`config.mk`:
```
export PLATFORM = sky130hd
export DESIGN_NAME = pipe_stage_ctrl
export DESIGN_NICKNAME = d
export VERILOG_FILES = /design/src/rtl/pipe_ctrl_pkg.sv /design/src/rtl/pipe_cycle_cnt.sv /design/src/rtl/pipe_stage_ctrl.sv
export SDC_FILE = /design/constraint.sdc
export NUM_CORES = 1
export LEC_CHECK = 0
export ABC_AREA = 1
export BUFFER_PORTS_ARGS = -buffer_cell sky130_fd_sc_hd__buf_2
export CAP_MARGIN = 30
export CELL_PAD_IN_SITES_DETAIL_PLACEMENT = 0
export CELL_PAD_IN_SITES_GLOBAL_PLACEMENT = 1
export CORE_MARGIN = 3
export CORE_UTILIZATION = 32
export DETAILED_ROUTE_END_ITERATION = 12
export PLACE_DENSITY = 0.83
export SLEW_MARGIN = 40
export SYNTH_ARGS = -nofsm -noshare
export SYNTH_HDL_FRONTEND = slang
export SYNTH_SLANG_ARGS = --single-unit
export TNS_END_PERCENT = 5
```
`constraint.sdc`:
```
create_clock -name clk -period 2.4 [get_ports clk]
set_input_delay 0.12 -clock clk [delete_from_list [all_inputs] [get_ports clk]]
set_output_delay 0.12 -clock clk [all_outputs]
set_load 0.01 [all_outputs]
```
`src/rtl/pipe_ctrl_pkg.sv`:
```
// Shared definitions for the pipeline stage sequencing controller.
// Latency: n/a (types, constants and a pure function only).
// Backpressure: n/a.
//
// Holds the 3-bit FSM state encoding, the RUN-state event priority order
// (pick_event), the FLUSH/DRAIN cycle counter width and the stall counter width.
package pipe_ctrl_pkg;

  localparam int CNT_W       = 4;   // FLUSH/DRAIN cycle counter width
  localparam int STALL_CNT_W = 16;  // stall_count width

  typedef enum logic [2:0] {
    S_IDLE  = 3'd0,
    S_RUN   = 3'd1,
    S_STALL = 3'd2,
    S_WAIT  = 3'd3,
    S_RI    = 3'd4,
    S_FLUSH = 3'd5,
    S_DRAIN = 3'd6,
    S_HALT  = 3'd7
  } state_t;

  // Decoded event in RUN/STALL, one winner per cycle.
  typedef enum logic [2:0] {
    EV_NONE     = 3'd0,
    EV_BRANCH   = 3'd1,
    EV_MEM_WAIT = 3'd2,
    EV_RAW      = 3'd3,
    EV_RI       = 3'd4,
    EV_HALT     = 3'd5
  } ev_t;

  // Fixed priority: branch > mem_wait > raw hazard > Ri fetch > halt.
  // Losers are dropped, not remembered.
  function automatic ev_t pick_event(input logic branch_taken,
                                     input logic mem_wait,
                                     input logic raw_hazard,
                                     input logic ri_fetch,
                                     input logic halt_req);
    ev_t ev;
    if (branch_taken)    ev = EV_BRANCH;
    else if (mem_wait)   ev = EV_MEM_WAIT;
    else if (raw_hazard) ev = EV_RAW;
    else if (ri_fetch)   ev = EV_RI;
    else if (halt_req)   ev = EV_HALT;
    else                 ev = EV_NONE;
    return ev;
  endfunction

endpackage

```
`src/rtl/pipe_cycle_cnt.sv`:
```
// Loadable down-counter with hold and zero flag, shared by FLUSH and DRAIN.
// Latency: load/decrement visible one cycle after the clock edge; zero is combinational from the count.
// Backpressure: hold freezes the count; the count stops at zero instead of wrapping.
//
// Ports: clk, clr (async active-high), load/load_val (reload, wins over hold),
//        hold (freeze), zero (count == 0).
module pipe_cycle_cnt
  import pipe_ctrl_pkg::*;
(
  input  logic             clk,
  input  logic             clr,
  input  logic             load,
  input  logic [CNT_W-1:0] load_val,
  input  logic             hold,
  output logic             zero
);

  logic [CNT_W-1:0] cnt_q;

  always_ff @(posedge clk or posedge clr) begin
    if (clr) begin
      cnt_q <= '0;
    end else if (load) begin
      cnt_q <= load_val;
    end else if (!hold && (cnt_q != '0)) begin
      cnt_q <= cnt_q - 1'b1;
    end
  end

  assign zero = (cnt_q == '0);

endmodule

```
`src/rtl/pipe_stage_ctrl.sv`:
```
// Sequencer driving load/shift/Ri/bubble strobes of the pipeline stage registers and the PC enable.
// Latency: strobes are combinational from state and inputs (zero cycles from event to strobe).
// Backpressure: mem_wait freezes every stage and the PC; raw_hazard freezes stages 0..HAZ_STAGE.
//
// Ports: clk, clr (async active-high); start, branch_taken, mem_wait, raw_hazard,
//        ri_fetch, halt_req (event inputs); c_left, c_right, ld_ri, bubble (per-stage
//        strobes, bit 0 = stage nearest fetch); pc_en; busy; stall_count.
// Build option: define PIPE_STALL_CNT_EN for a live saturating stall_count,
//        otherwise stall_count is tied to zero and no counter flops exist.
module pipe_stage_ctrl
  import pipe_ctrl_pkg::*;
#(
  parameter int NSTAGE    = 4,
  parameter int HAZ_STAGE = 1,
  parameter int FLUSH_CYC = 1
) (
  input  logic                   clk,
  input  logic                   clr,
  input  logic                   start,
  input  logic                   branch_taken,
  input  logic                   mem_wait,
  input  logic                   raw_hazard,
  input  logic                   ri_fetch,
  input  logic                   halt_req,
  output logic [NSTAGE-1:0]      c_left,
  output logic [NSTAGE-1:0]      c_right,
  output logic [NSTAGE-1:0]      ld_ri,
  output logic [NSTAGE-1:0]      bubble,
  output logic                   pc_en,
  output logic                   busy,
  output logic [STALL_CNT_W-1:0] stall_count
);

  localparam logic [NSTAGE-1:0] ALL_STG  = '1;
  localparam logic [NSTAGE-1:0] STG0     = NSTAGE'(1);
  localparam logic [NSTAGE-1:0] STG01    = NSTAGE'(3);
  // Stages 0..HAZ_STAGE hold their contents on a RAW hazard.
  localparam logic [NSTAGE-1:0] HAZ_HOLD = NSTAGE'((1 << (HAZ_STAGE + 1)) - 1);
  localparam logic [NSTAGE-1:0] HAZ_BUB  = NSTAGE'(1 << (HAZ_STAGE + 1));
  // Counter holds "cycles remaining minus one" so the exit happens on the zero edge.
  localparam logic [CNT_W-1:0]  FLUSH_LOAD = CNT_W'(FLUSH_CYC - 1);
  localparam logic [CNT_W-1:0]  DRAIN_LOAD = CNT_W'(NSTAGE - 1);

  state_t state_q, state_d;
  ev_t    ev;
  logic   run_like;
  logic   cnt_load, cnt_hold, cnt_zero;
  logic [CNT_W-1:0] cnt_load_val;

  assign ev = pick_event(branch_taken, mem_wait, raw_hazard, ri_fetch, halt_req);

  // STALL decodes events exactly like RUN: a held hazard keeps STALL, mem_wait
  // takes WAIT, and once the hazard drops the cycle already runs normally.
  assign run_like = (state_q == S_RUN) || (state_q == S_STALL);

  // ---------------- state register ----------------
  always_ff @(posedge clk or posedge clr) begin
    if (clr) begin
      state_q <= S_IDLE;
    end else begin
      state_q <= state_d;
    end
  end

  // ---------------- next state ----------------
  always_comb begin
    state_d = state_q;
    case (state_q)
      S_IDLE, S_HALT: begin
        if (start) state_d = S_RUN;
      end
      S_RUN, S_STALL: begin
        case (ev)
          EV_BRANCH:   state_d = (FLUSH_CYC > 0) ? S_FLUSH : S_RUN;
          EV_MEM_WAIT: state_d = S_WAIT;
          EV_RAW:      state_d = S_STALL;
          EV_RI:       state_d = S_RI;
          EV_HALT:     state_d = S_DRAIN;
          default:     state_d = S_RUN;
        endcase
      end
      S_WAIT: begin
        if (!mem_wait) state_d = S_RUN;
      end
      S_RI: begin
        state_d = S_RUN;
      end
      S_FLUSH: begin
        if (cnt_zero) state_d = S_RUN;
      end
      S_DRAIN: begin
        if (!mem_wait && cnt_zero) state_d = S_HALT;
      end
      default: state_d = S_IDLE;
    endcase
  end

  // ---------------- strobe decode ----------------
  always_comb begin
    c_left  = '0;
    c_right = '0;
    ld_ri   = '0;
    bubble  = '0;
    pc_en   = 1'b0;
    case (state_q)
      S_RUN, S_STALL: begin
        c_left  = ALL_STG;
        c_right = ALL_STG;
        pc_en   = 1'b1;
        case (ev)
          // Wrong-path words in stages 0 and 1 are zeroed while the PC loads the target.
          EV_BRANCH: bubble = STG01;
          EV_MEM_WAIT: begin
            c_left  = '0;
            c_right = '0;
            pc_en   = 1'b0;
          end
          EV_RAW: begin
            c_left  = ~HAZ_HOLD;
            c_right = ~HAZ_HOLD;
            bubble  = HAZ_BUB;
            pc_en   = 1'b0;
          end
          default: ;
        endcase
      end
      S_RI: begin
        // Stage 0 keeps its instruction and takes only the immediate word.
        c_left  = ALL_STG & ~STG0;
        c_right = ALL_STG & ~STG0;
        ld_ri   = STG0;
        pc_en   = 1'b1;
      end
      S_FLUSH: begin
        c_left  = ALL_STG;
        c_right = ALL_STG;
        bubble  = STG0;
        pc_en   = 1'b1;
      end
      S_DRAIN: begin
        // A memory wait during drain freezes the pipe as well as the drain count.
        if (!mem_wait) begin
          c_left  = ALL_STG;
          c_right = ALL_STG;
          bubble  = STG0;
        end
      end
      default: ;
    endcase
  end

  assign busy = !((state_q == S_IDLE) || (state_q == S_HALT));

  // ---------------- FLUSH / DRAIN cycle counter ----------------
  assign cnt_load     = run_like && (((ev == EV_BRANCH) && (FLUSH_CYC > 0)) || (ev == EV_HALT));
  assign cnt_load_val = (ev == EV_HALT) ? DRAIN_LOAD : FLUSH_LOAD;
  assign cnt_hold     = !((state_q == S_FLUSH) || ((state_q == S_DRAIN) && !mem_wait));

  pipe_cycle_cnt u_cycle_cnt (
    .clk      (clk),
    .clr      (clr),
    .load     (cnt_load),
    .load_val (cnt_load_val),
    .hold     (cnt_hold),
    .zero     (cnt_zero)
  );

  // ---------------- stall counter ----------------
`ifdef PIPE_STALL_CNT_EN
  logic [STALL_CNT_W-1:0] stall_q;

  always_ff @(posedge clk or posedge clr) begin
    if (clr) begin
      stall_q <= '0;
    end else if (((state_q == S_STALL) || (state_q == S_WAIT)) && (stall_q != '1)) begin
      stall_q <= stall_q + 1'b1;
    end
  end

  assign stall_count = stall_q;
`else
  assign stall_count = '0;
`endif

endmodule

```
==> impl_metrics.csv, run 1 <==
group,metric,value,unit
timing,fmax,590,MHz
timing,finClkSkew,0.00994,ns
setup_path,path_class,"flop to output port",
power,peakVddDrop,0.655,mV
cells_and_area,instances_no_fill,186,
placed_design,pre_cts_slack,0.990,ns
floorplanning,start_util,34.0,%
min_path,hp-class,"input port to flop",
synth,ys_top_cells_by_area,"buf_4, dfrtp_1, nand2_1",
global_routing,grt.total_usage,10.8,%
synth,syn_area_per_cell,6.31,um^2
synth,synth.distinct_cells,21,
detailed_routing,ant_nets,0,
detailed_routing,wl_per_cell,9.30,um
power,powerDensity,1240,nW/um^2
floorplanning,die-area,3340,um^2
synth,yosys.area.top_type,"buf_4",
placed_design,gp_congestion,0.768,
clock_tree,clock_sinks,7,
detailed_routing,drc,0,
global_routing,overflow,0,
floorplanning,rows,18,
setup_path,critPathRequiredTime,2.28,ns
cells_and_area,layout-drive-gt1-share,23.1,%
floorplanning,die_y,57.8,um
timing,final.setup.tns,0,ns
detailed_routing,vias,806,
detailed_routing,finalWirelength,1.73,mm
synth,synth_seq_area_share,20.4,%
clock_tree,clockBufferDepth,2,
timing,finalHoldViolations,0,
detailed_routing,drtIter0Drc,11,
global_routing,grt_max_degree,10,
placed_design,dpl.cell_count,181,
floorplanning,io_pins,42,
power,p_leak,0.581,nW
setup_path,crit_path_start,"state_q[0]",
timing,min_period,1.69,ns
clock_tree,cts_buffers,3,
detailed_routing,via_per_inst,4.33,
timing,whs,0.245,ns
run_status,status,"complete, no violations",
timing,fin_ws,0.705,ns
timing,rsz0062_at_grt,"false",
timing,period_share,70.6,%
cells_and_area,syn2layout_area_growth,7.29,%
synth,synthCells,136,
floorplanning,chipWidth,57.8,um
setup_path,end_kind,"output port",
clock_tree,cts_tree,"yes",
power,p_total,0.00114,W
run,maxCapViolations,0,
timing,maxSlewViolCount,0,
floorplanning,core,2520,um^2
clock_tree,cts.clk_slew.worst_paths,0.06,ns
placed_design,dp.final_hpwl,1.49,mm
setup_path,reg2reg_from,"state_q[1]",
min_path,hold_start,"branch_taken",
cells_and_area,nets,166,
setup_path,arrival,1.57,ns
synth,ys_ff_latch,7,
clock_tree,post_cts_resized,0,
global_routing,grt_pass1_wl,2.90,mm
synth,ys_warn_count,0,
cells_and_area,antenna_cells,0,
clock_tree,htreeDepth,1,
clock_tree,clock_latency,0.26,ns
global_routing,grt_antenna_before_repair,0,
setup_path,start_kind,"flop",
synth,syn_area,858,um^2
clock_tree,root_buffer,"clkbuf_4",
synth,synth_top_area_share,21.9,%
setup_path,crit_path_max_fanout,9,
detailed_routing,dr.pass1.iters,4,
timing,setup_violations,0,
placed_design,io_buffers,21,
global_routing,first_global_vias,714,
state kept, by name (all words and copies together), names as in the netlist:
name,count
u_cycle_cnt.cnt_q,4
state_q,3
metal layers:
metal | wire [um] | vias to the layer above | GRT usage [%]
met4 | 6 | 0 | 1.99
li1 | - | 415 | -
met2 | 868 | 26 | 20.0
met3 | 129 | 2 | 3.56
met1 | 725 | 363 | 12.0
met5 | 0 | - | 0
cell families after synthesis:
| family | after synthesis | share of synthesized area (%) |
|---|---|---|
| other cells | 1 | 0.437 |
| fa+ha+maj | 1 | 1.46 |
| xor+xnor | 2 | 2.04 |
| simple gates | 73 | 39.4 |
| buf+inv | 43 | 29.7 |
| flops | 7 | 20.4 |
| compound gates | 9 | 6.56 |
synthesized netlist by cell type:
library cell / number
a21boi_0: 1
dfrtp_1: 7
nor2_2: 3
xor2_1: 2
nor2_1: 9
o21ai_2: 1
buf_4: 25
inv_2: 3
nand2_1: 45
nor2_4: 1
nand2_4: 2
nand2_2: 1
ha_1: 1
o21ai_0: 4
nand3_4: 1
o21ai_1: 1
o21bai_1: 2
nand3_1: 8
inv_1: 15
nand4_1: 3
conb_1: 1
cells in the final DEF (no fill, tap or decap), types with 2 or more instances in the layout:
master and n:
buf_2 21, conb_1 20, inv_2 3, nand3_1 8, nand2_4 2, nor2_2 3, dfrtp_1 7, nor2_1 9
inv_1 15, o21ai_0 4, xor2_1 2, nand4_1 3, nand2_1 45, clkbuf_4 3, o21bai_1 2
layout make-up:
class                   instances  area [um^2]
clock buffers                   4         26.3
well taps                      30         37.5
repair buffers                 22          115
fillers                       303         1600
multi-input cells             105          499
inverters                      18         67.6
flip-flops and latches          7          175
critical path: stages, from the launching register on:
cell	delay, ns
dfrtp_1	0.44
nand2_1	0.17
nand3_4	0.15
o21ai_0	0.35
buf_2	0.21
timing repair:
| action | CTS | global route |
|---|---|---|
| endpoints found under the hold margin | 7 | 0 |
| hold buffers | 1 | 0 |
| setup endpoints to repair | 0 | 0 |
| setup buffers | 0 | 0 |
final timing paths:
check	cells past startpoint	to	slack [ns]
max	4	c_right[2]	0.71
min	5	state_q[0]	0.24
max reg2reg	6	u_cycle_cnt.cnt_q[1]	1.08
min reg2reg	2	state_q[1]	0.53
max in group asynchronous	3	u_cycle_cnt.cnt_q[0]	1.82
min in group asynchronous	3	u_cycle_cnt.cnt_q[2]	0.34
power by group:
group          total, W  internal, W  switching [W]
logic          0.000806     0.000300       0.000507
clock network  0.000109    0.0000636      0.0000456
registers      0.000228     0.000173      0.0000547
total           0.00114     0.000537       0.000607
metrics by stage:
stage	utilization [%]	instance area, um^2
after detailed placement	35.1	885
after global routing	36.5	921
after global placement	35.1	885
after floorplan	-	930
final	36.5	921
after CTS	36.5	921
No activity file was read; power rests on OpenSTA's default activity.
==> run 2: changes to the inputs <==
--- a/config.mk
+++ b/config.mk
@@ -11,9 +11,9 @@
 export CELL_PAD_IN_SITES_DETAIL_PLACEMENT = 0
 export CELL_PAD_IN_SITES_GLOBAL_PLACEMENT = 1
 export CORE_MARGIN = 3
-export CORE_UTILIZATION = 32
+export CORE_UTILIZATION = 30
 export DETAILED_ROUTE_END_ITERATION = 12
-export PLACE_DENSITY = 0.83
+export PLACE_DENSITY = 0.78
 export SLEW_MARGIN = 40
 export SYNTH_ARGS = -nofsm -noshare
 export SYNTH_HDL_FRONTEND = slang
==> constraint.sdc (replaced) <==
create_clock -name clk -period 1.6 [get_ports clk]
set_input_delay 0.08 -clock clk [delete_from_list [all_inputs] [get_ports clk]]
set_output_delay 0.08 -clock clk [all_outputs]
set_load 0.01 [all_outputs]
==> run 2 against run 1 <==
Net effect:
- non-clock buffer count is 1 higher
- global-route usage is 0.82 points lower
- worst setup slack worse by 0.64 ns
- power is 51% higher
- die area is 6.0% higher
- wire length is 2.8% lower
- critical path depth stayed put
- utilization is 0.66 points lower
- flip-flop and latch count stayed put
- worst hold slack worse by 0.026 ns
- register-to-register slack worse by 0.83 ns
- final cell count is 0.54% higher
==> impl_metrics.csv, run 2 (synthesis results as in run 1) <==
group,metric,value,unit
cells_and_area,syn2layout_area_growth,8.16,%
cells_and_area,nets,167,
setup_path,crit_path_max_fanout,9,
power,powerDensity,1870,nW/um^2
global_routing,overflow,0,
floorplanning,io_pins,42,
detailed_routing,dr.pass1.iters,4,
clock_tree,cts.clk_slew.worst_paths,0.05,ns
placed_design,dpl.cell_count,181,
placed_design,gp_congestion,0.828,
power,p_comb_share,71.1,%
setup_path,r2r_end,"u_cycle_cnt.cnt_q[0]",
global_routing,grt.total_usage,9.98,%
cells_and_area,biggestRegsByFlops,"u_cycle_cnt.cnt_q x4, state_q x3",
cells_and_area,fillerInstances,282,
setup_path,rr_worst_depth,7,
min_path,hold_depth,5,
global_routing,grt_max_degree,10,
floorplanning,die-area,3540,um^2
detailed_routing,drc,0,
detailed_routing,via_per_inst,4.20,
detailed_routing,wl_per_cell,8.98,um
power,clockPowerShare,9.2,%
floorplanning,chipWidth,59.5,um
power,swShare,52.5,%
timing,rsz0062_at_grt,"true",
clock_tree,clock_latency,0.25,ns
timing,finalHoldViolations,0,
power,internal_power,0.000823,W
clock_tree,htreeDepth,1,
timing,period_share,95.8,%
power,seq_power_share,19.7,%
floorplanning,die_y,59.5,um
timing,whs,0.219,ns
placed_design,io_buffers,21,
setup_path,end_kind,"output port",
cells_and_area,largest_register_ffs,4,
cells_and_area,final_cell_mix,"nand2_1, buf_2, conb_1",
cells_and_area,multiInputGateArea,499,um^2
cells_and_area,final_util,35.8,%
global_routing,grt_antenna_before_repair,0,
detailed_routing,finalWirelength,1.68,mm
setup_path,reg2reg_from,"state_q[1]",
setup_path,path_class,"flop to output port",
global_routing,grt_pass1_wl,2.72,mm
power,p_leak,0.587,nW
detailed_routing,ant_nets,0,
timing,setup_violations,0,
floorplanning,start_util,33.1,%
cells_and_area,antenna_cells,0,
clock_tree,clock_sinks,7,
power,peakVddDrop,1.05,mV
detailed_routing,drtIter0Drc,25,
floorplanning,core,2590,um^2
timing,fmax,652,MHz
placed_design,dp.final_hpwl,1.45,mm
min_path,hp-class,"input port to flop",
run,maxCapViolations,0,
clock_tree,cts_buffers,3,
detailed_routing,vias,785,
setup_path,start_kind,"flop",
clock_tree,cts_tree,"yes",
timing,finClkSkew,0.00829,ns
global_routing,first_global_vias,676,
clock_tree,root_buffer,"clkbuf_4",
clock_tree,clockBufferDepth,2,
setup_path,critPathRequiredTime,1.52,ns
power,power.switching,0.000909,W
cells_and_area,instances_no_fill,187,
timing,maxSlewViolCount,0,
min_path,hold_start,"branch_taken",
run_status,status,"complete, no violations",
cells_and_area,layout_commonest_cell,"nand2_1",
setup_path,arrival,1.45,ns
cells_and_area,regArea,175,um^2
cells_and_area,top_register,"u_cycle_cnt.cnt_q",
floorplanning,rows,18,
setup_path,reg2reg_slack,0.25,ns
cells_and_area,layout-drive-gt1-share,23.6,%
min_path,hold_path_end,"state_q[0]",
timing,min_period,1.53,ns
-- run 2: power by group through the flow --
stage               Sequential, W  Clock [W]  Combinational, W
floorplan                0.000325          0           0.00104
global placement         0.000340          0           0.00122
detailed placement       0.000342          0           0.00122
CTS                      0.000339   0.000168           0.00123
global route             0.000353   0.000185           0.00141
finish                   0.000341   0.000159           0.00123
-- run 2: how the worst max path moves through the flow --
stage	from	to	slack (ns)	cells past startpoint
6_report	state_q[0]	c_right[3]	0.07	4
5_1_grt	state_q[0]	c_right[3]	-0.03	4
4_1_cts	state_q[1]	c_right[3]	0.03	5
3_5_place_dp	state_q[0]	c_right[3]	0.22	4
3_3_place_gp	state_q[0]	c_left[2]	0.30	4
2_1_floorplan	state_q[0]	c_left[3]	0.14	4
-- run 2: through the flow --
step | setup slack, ns | TNS (ns) | instance area [um^2] | total power, W
6_report | 0.0668 | 0 | 928 | 0.00173
5_1_grt | -0.0262 | -0.147 | 928 | 0.00195
4_1_cts | 0.0350 | 0 | 921 | 0.00174
3_5_place_dp | 0.221 | 0 | 885 | 0.00156
3_3_place_gp | 0.301 | 0 | 885 | 0.00156
2_1_floorplan | 0.138 | 0 | 930 | 0.00137
-- run 2: what timing repair did --
| item | 4_1_cts | 5_1_grt |
|---|---|---|
| endpoints found under the hold margin | 7 | 0 |
| hold buffers | 1 | 0 |
| endpoints found under the setup margin | 4 | 9 |
| pin swaps | 0 | 1 |
| gates resized for setup | 1 | 1 |
| buffers inserted | 0 | 1 |
-- run 2: cell type report --
class,count,share of cell area (%)
clock buffers,4,2.83
inverters,18,7.28
multi-input cells,105,53.8
flip-flops and latches,7,18.9
well taps,30,4.04
repair buffers,23,13.2
-- run 2: critical path, cell delays in order, from the launching register on --
cell and delay [ns]:
dfrtp_1 0.43, nand2_1 0.17, nand3_4 0.16, o21ai_1 0.26
buf_2 0.18
-- run 2: per-layer routing --
metal  up-vias  GRT usage (%)  part of all wire (%)
li1        413              -                     -
met1       346           12.1                    44
met2        23           16.5                    48
met3         3           4.14                   7.7
met4         0           1.90                  0.48
met5         -              0                     0
==> run 3: changes to the inputs <==
--- a/config.mk
+++ b/config.mk
@@ -13,7 +13,9 @@
 export CORE_MARGIN = 3
 export CORE_UTILIZATION = 30
 export DETAILED_ROUTE_END_ITERATION = 12
-export PLACE_DENSITY = 0.78
+export MAX_ROUTING_LAYER = met4
+export PLACE_DENSITY = 0.9
+export RECOVER_POWER = 25
 export SLEW_MARGIN = 40
 export SYNTH_ARGS = -nofsm -noshare
 export SYNTH_HDL_FRONTEND = slang
==> run 3 against run 2 <==
Net effect:
- via count increased by 2.7%
- non-clock buffer count unchanged
- worst hold slack improved by 0.021 ns
- maximum frequency grew 2.9%
- register-to-register slack improved by 0.04 ns
- critical path depth grew 2
- global-route usage is 0.073 points higher
- power grew 0.31%
==> impl_metrics.csv, run 3 (synthesis results as in run 1) <==
group,metric,value,unit
global_routing,grt.total_usage,10.1,%
setup_path,start_kind,"flop",
detailed_routing,ant_nets,0,
setup_path,path_common_cell,"nand2_1",
floorplanning,start_util,33.1,%
power,swShare,52.3,%
power,p_leak,0.588,nW
power,peakVddDrop,0.829,mV
cells_and_area,layout-drive-gt1-share,24.8,%
cells_and_area,nets,167,
setup_path,r2r_end,"state_q[2]",
setup_path,end_kind,"output port",
clock_tree,cts.clk_slew.worst_paths,0.05,ns
timing,period_share,93.2,%
floorplanning,die_y,59.5,um
timing,rsz0062_at_grt,"true",
global_routing,grt_pass1_wl,2.66,mm
detailed_routing,dr.pass1.iters,4,
clock_tree,cts_buffers,3,
power,seq_power_share,19.8,%
cells_and_area,largest_register_ffs,4,
setup_path,cpPeakStageDelay,0.43,ns
power,p_comb_share,71.2,%
detailed_routing,drc,0,
clock_tree,cts_tree,"yes",
timing,maxSlewViolCount,0,
detailed_routing,finalWirelength,1.70,mm
cells_and_area,biggestRegsByFlops,"u_cycle_cnt.cnt_q x4, state_q x3",
timing,setup_violations,0,
run,maxCapViolations,0,
power,powerDensity,1860,nW/um^2
floorplanning,chipWidth,59.5,um
power,internal_power,0.000830,W
placed_design,placed_area,885,um^2
cells_and_area,final_cell_mix,"nand2_1, buf_2, conb_1",
setup_path,crit_path_max_fanout,9,
placed_design,gp_congestion,0.837,
setup_path,reg2reg_from,"u_cycle_cnt.cnt_q[0]",
timing,finClkSkew,0.00190,ns
clock_tree,clock_latency,0.25,ns
floorplanning,rows,18,
setup_path,critPathRequiredTime,1.52,ns
timing,min_period,1.49,ns
global_routing,first_global_vias,655,
power,power.switching,0.000908,W
detailed_routing,drtIter0Drc,39,
floorplanning,core,2590,um^2
global_routing,grt_antenna_before_repair,0,
cells_and_area,instances_no_fill,187,
global_routing,overflow,0,
setup_path,path_cells,"nand2_1 > nand3_4 > nor2_2 > inv_1 > nand2_1 > buf_2",
cells_and_area,syn2layout_area_growth,8.89,%
power,clockPowerShare,9.0,%
detailed_routing,wl_per_cell,9.09,um
clock_tree,clock_sinks,7,
run_status,status,"complete, no violations",
cells_and_area,final_area,935,um^2
placed_design,io_buffers,21,
cells_and_area,layout_commonest_cell,"nand2_1",
setup_path,rr_worst_depth,7,
global_routing,grt_max_degree,10,
detailed_routing,vias,806,
timing,finalHoldViolations,0,
setup_path,crit_family,"simple AND/OR/NAND/NOR gates",
cells_and_area,fillerInstances,287,
setup_path,arrival,1.41,ns
detailed_routing,via_per_inst,4.31,
setup_path,path_buf_inv,2,
cells_and_area,top_register,"u_cycle_cnt.cnt_q",
clock_tree,htreeDepth,1,
placed_design,dpl.cell_count,181,
setup_path,crit_slowest_cell,"dfrtp_1",
min_path,hp-class,"input port to flop",
cells_and_area,antenna_cells,0,
floorplanning,io_pins,42,
setup_path,path_class,"flop to output port",
setup_path,reg2reg_slack,0.29,ns
min_path,hold_start,"branch_taken",
min_path,hold_depth,5,
timing,fmax,671,MHz
floorplanning,die-area,3540,um^2
clock_tree,root_buffer,"clkbuf_4",
min_path,hold_path_end,"state_q[0]",
clock_tree,clockBufferDepth,2,
placed_design,dp.final_hpwl,1.50,mm
[run 3: power groups by stage]
stage,Combinational (W),Clock (W),Sequential [W]
2_1_floorplan,0.00104,0,0.000325
3_3_place_gp,0.00120,0,0.000341
3_5_place_dp,0.00122,0,0.000345
4_1_cts,0.00123,0.000166,0.000343
5_1_grt,0.00142,0.000180,0.000357
6_report,0.00124,0.000157,0.000343
[run 3: per-layer routing]
| metal | vias to the layer above | wire [um] | part of all wire, % | track usage [%] |
|---|---|---|---|---|
| li1 | 420 | - | - | - |
| met1 | 356 | 649 | 38 | 10.7 |
| met2 | 30 | 914 | 54 | 18.6 |
| met3 | 0 | 135 | 7.9 | 2.61 |
| met4 | 0 | 0 | 0 | 1.90 |
| met5 | - | 0 | 0 | - |
[run 3: layout make-up]
class	count	area, um^2	area share, %
clock buffers	4	26.3	2.81
inverters	18	67.6	7.23
multi-input cells	105	505	54.1
flip-flops and latches	7	175	18.7
well taps	30	37.5	4.02
repair buffers	23	123	13.1
[run 3: timing repair]
item,in CTS,in global routing
gates cloned,0,0
hold endpoints to repair,7,0
hold buffers,1,0
endpoints found under the setup margin,4,9
resized for setup,1,3
buffers inserted,0,1
pin swaps,0,1
[run 3: how the worst max path moves through the flow]
stage	startpoint	to	slack, ns	cells after the start
detailed placement	state_q[0]	c_right[2]	0.27	4
floorplan	state_q[0]	c_left[3]	0.14	4
global route	state_q[0]	c_left[0]	-0.02	6
global placement	state_q[0]	c_left[2]	0.31	4
finish	state_q[0]	c_right[0]	0.11	6
CTS	state_q[1]	bubble[0]	0.05	6
[run 3: through the flow]
step	setup TNS (ns)	power (W)	utilization [%]	worst slack, ns	hold WS, ns
after floorplan	0	0.00137	-	0.138	-0.117
after global placement	0	0.00154	34.2	0.309	0.0237
after detailed placement	0	0.00156	34.2	0.267	0.0246
after CTS	0	0.00173	35.6	0.0536	0.239
after global routing	-0.0568	0.00195	36.1	-0.0175	0.278
final	0	0.00174	36.1	0.109	0.240
[run 3: tightest hold or removal path, cell delays in order]
cell,delay (ns)
buf_2,0.11
o21ai_0,0.08
nand2_1,0.07
nand2_1,0.05
nand2_1,0.05
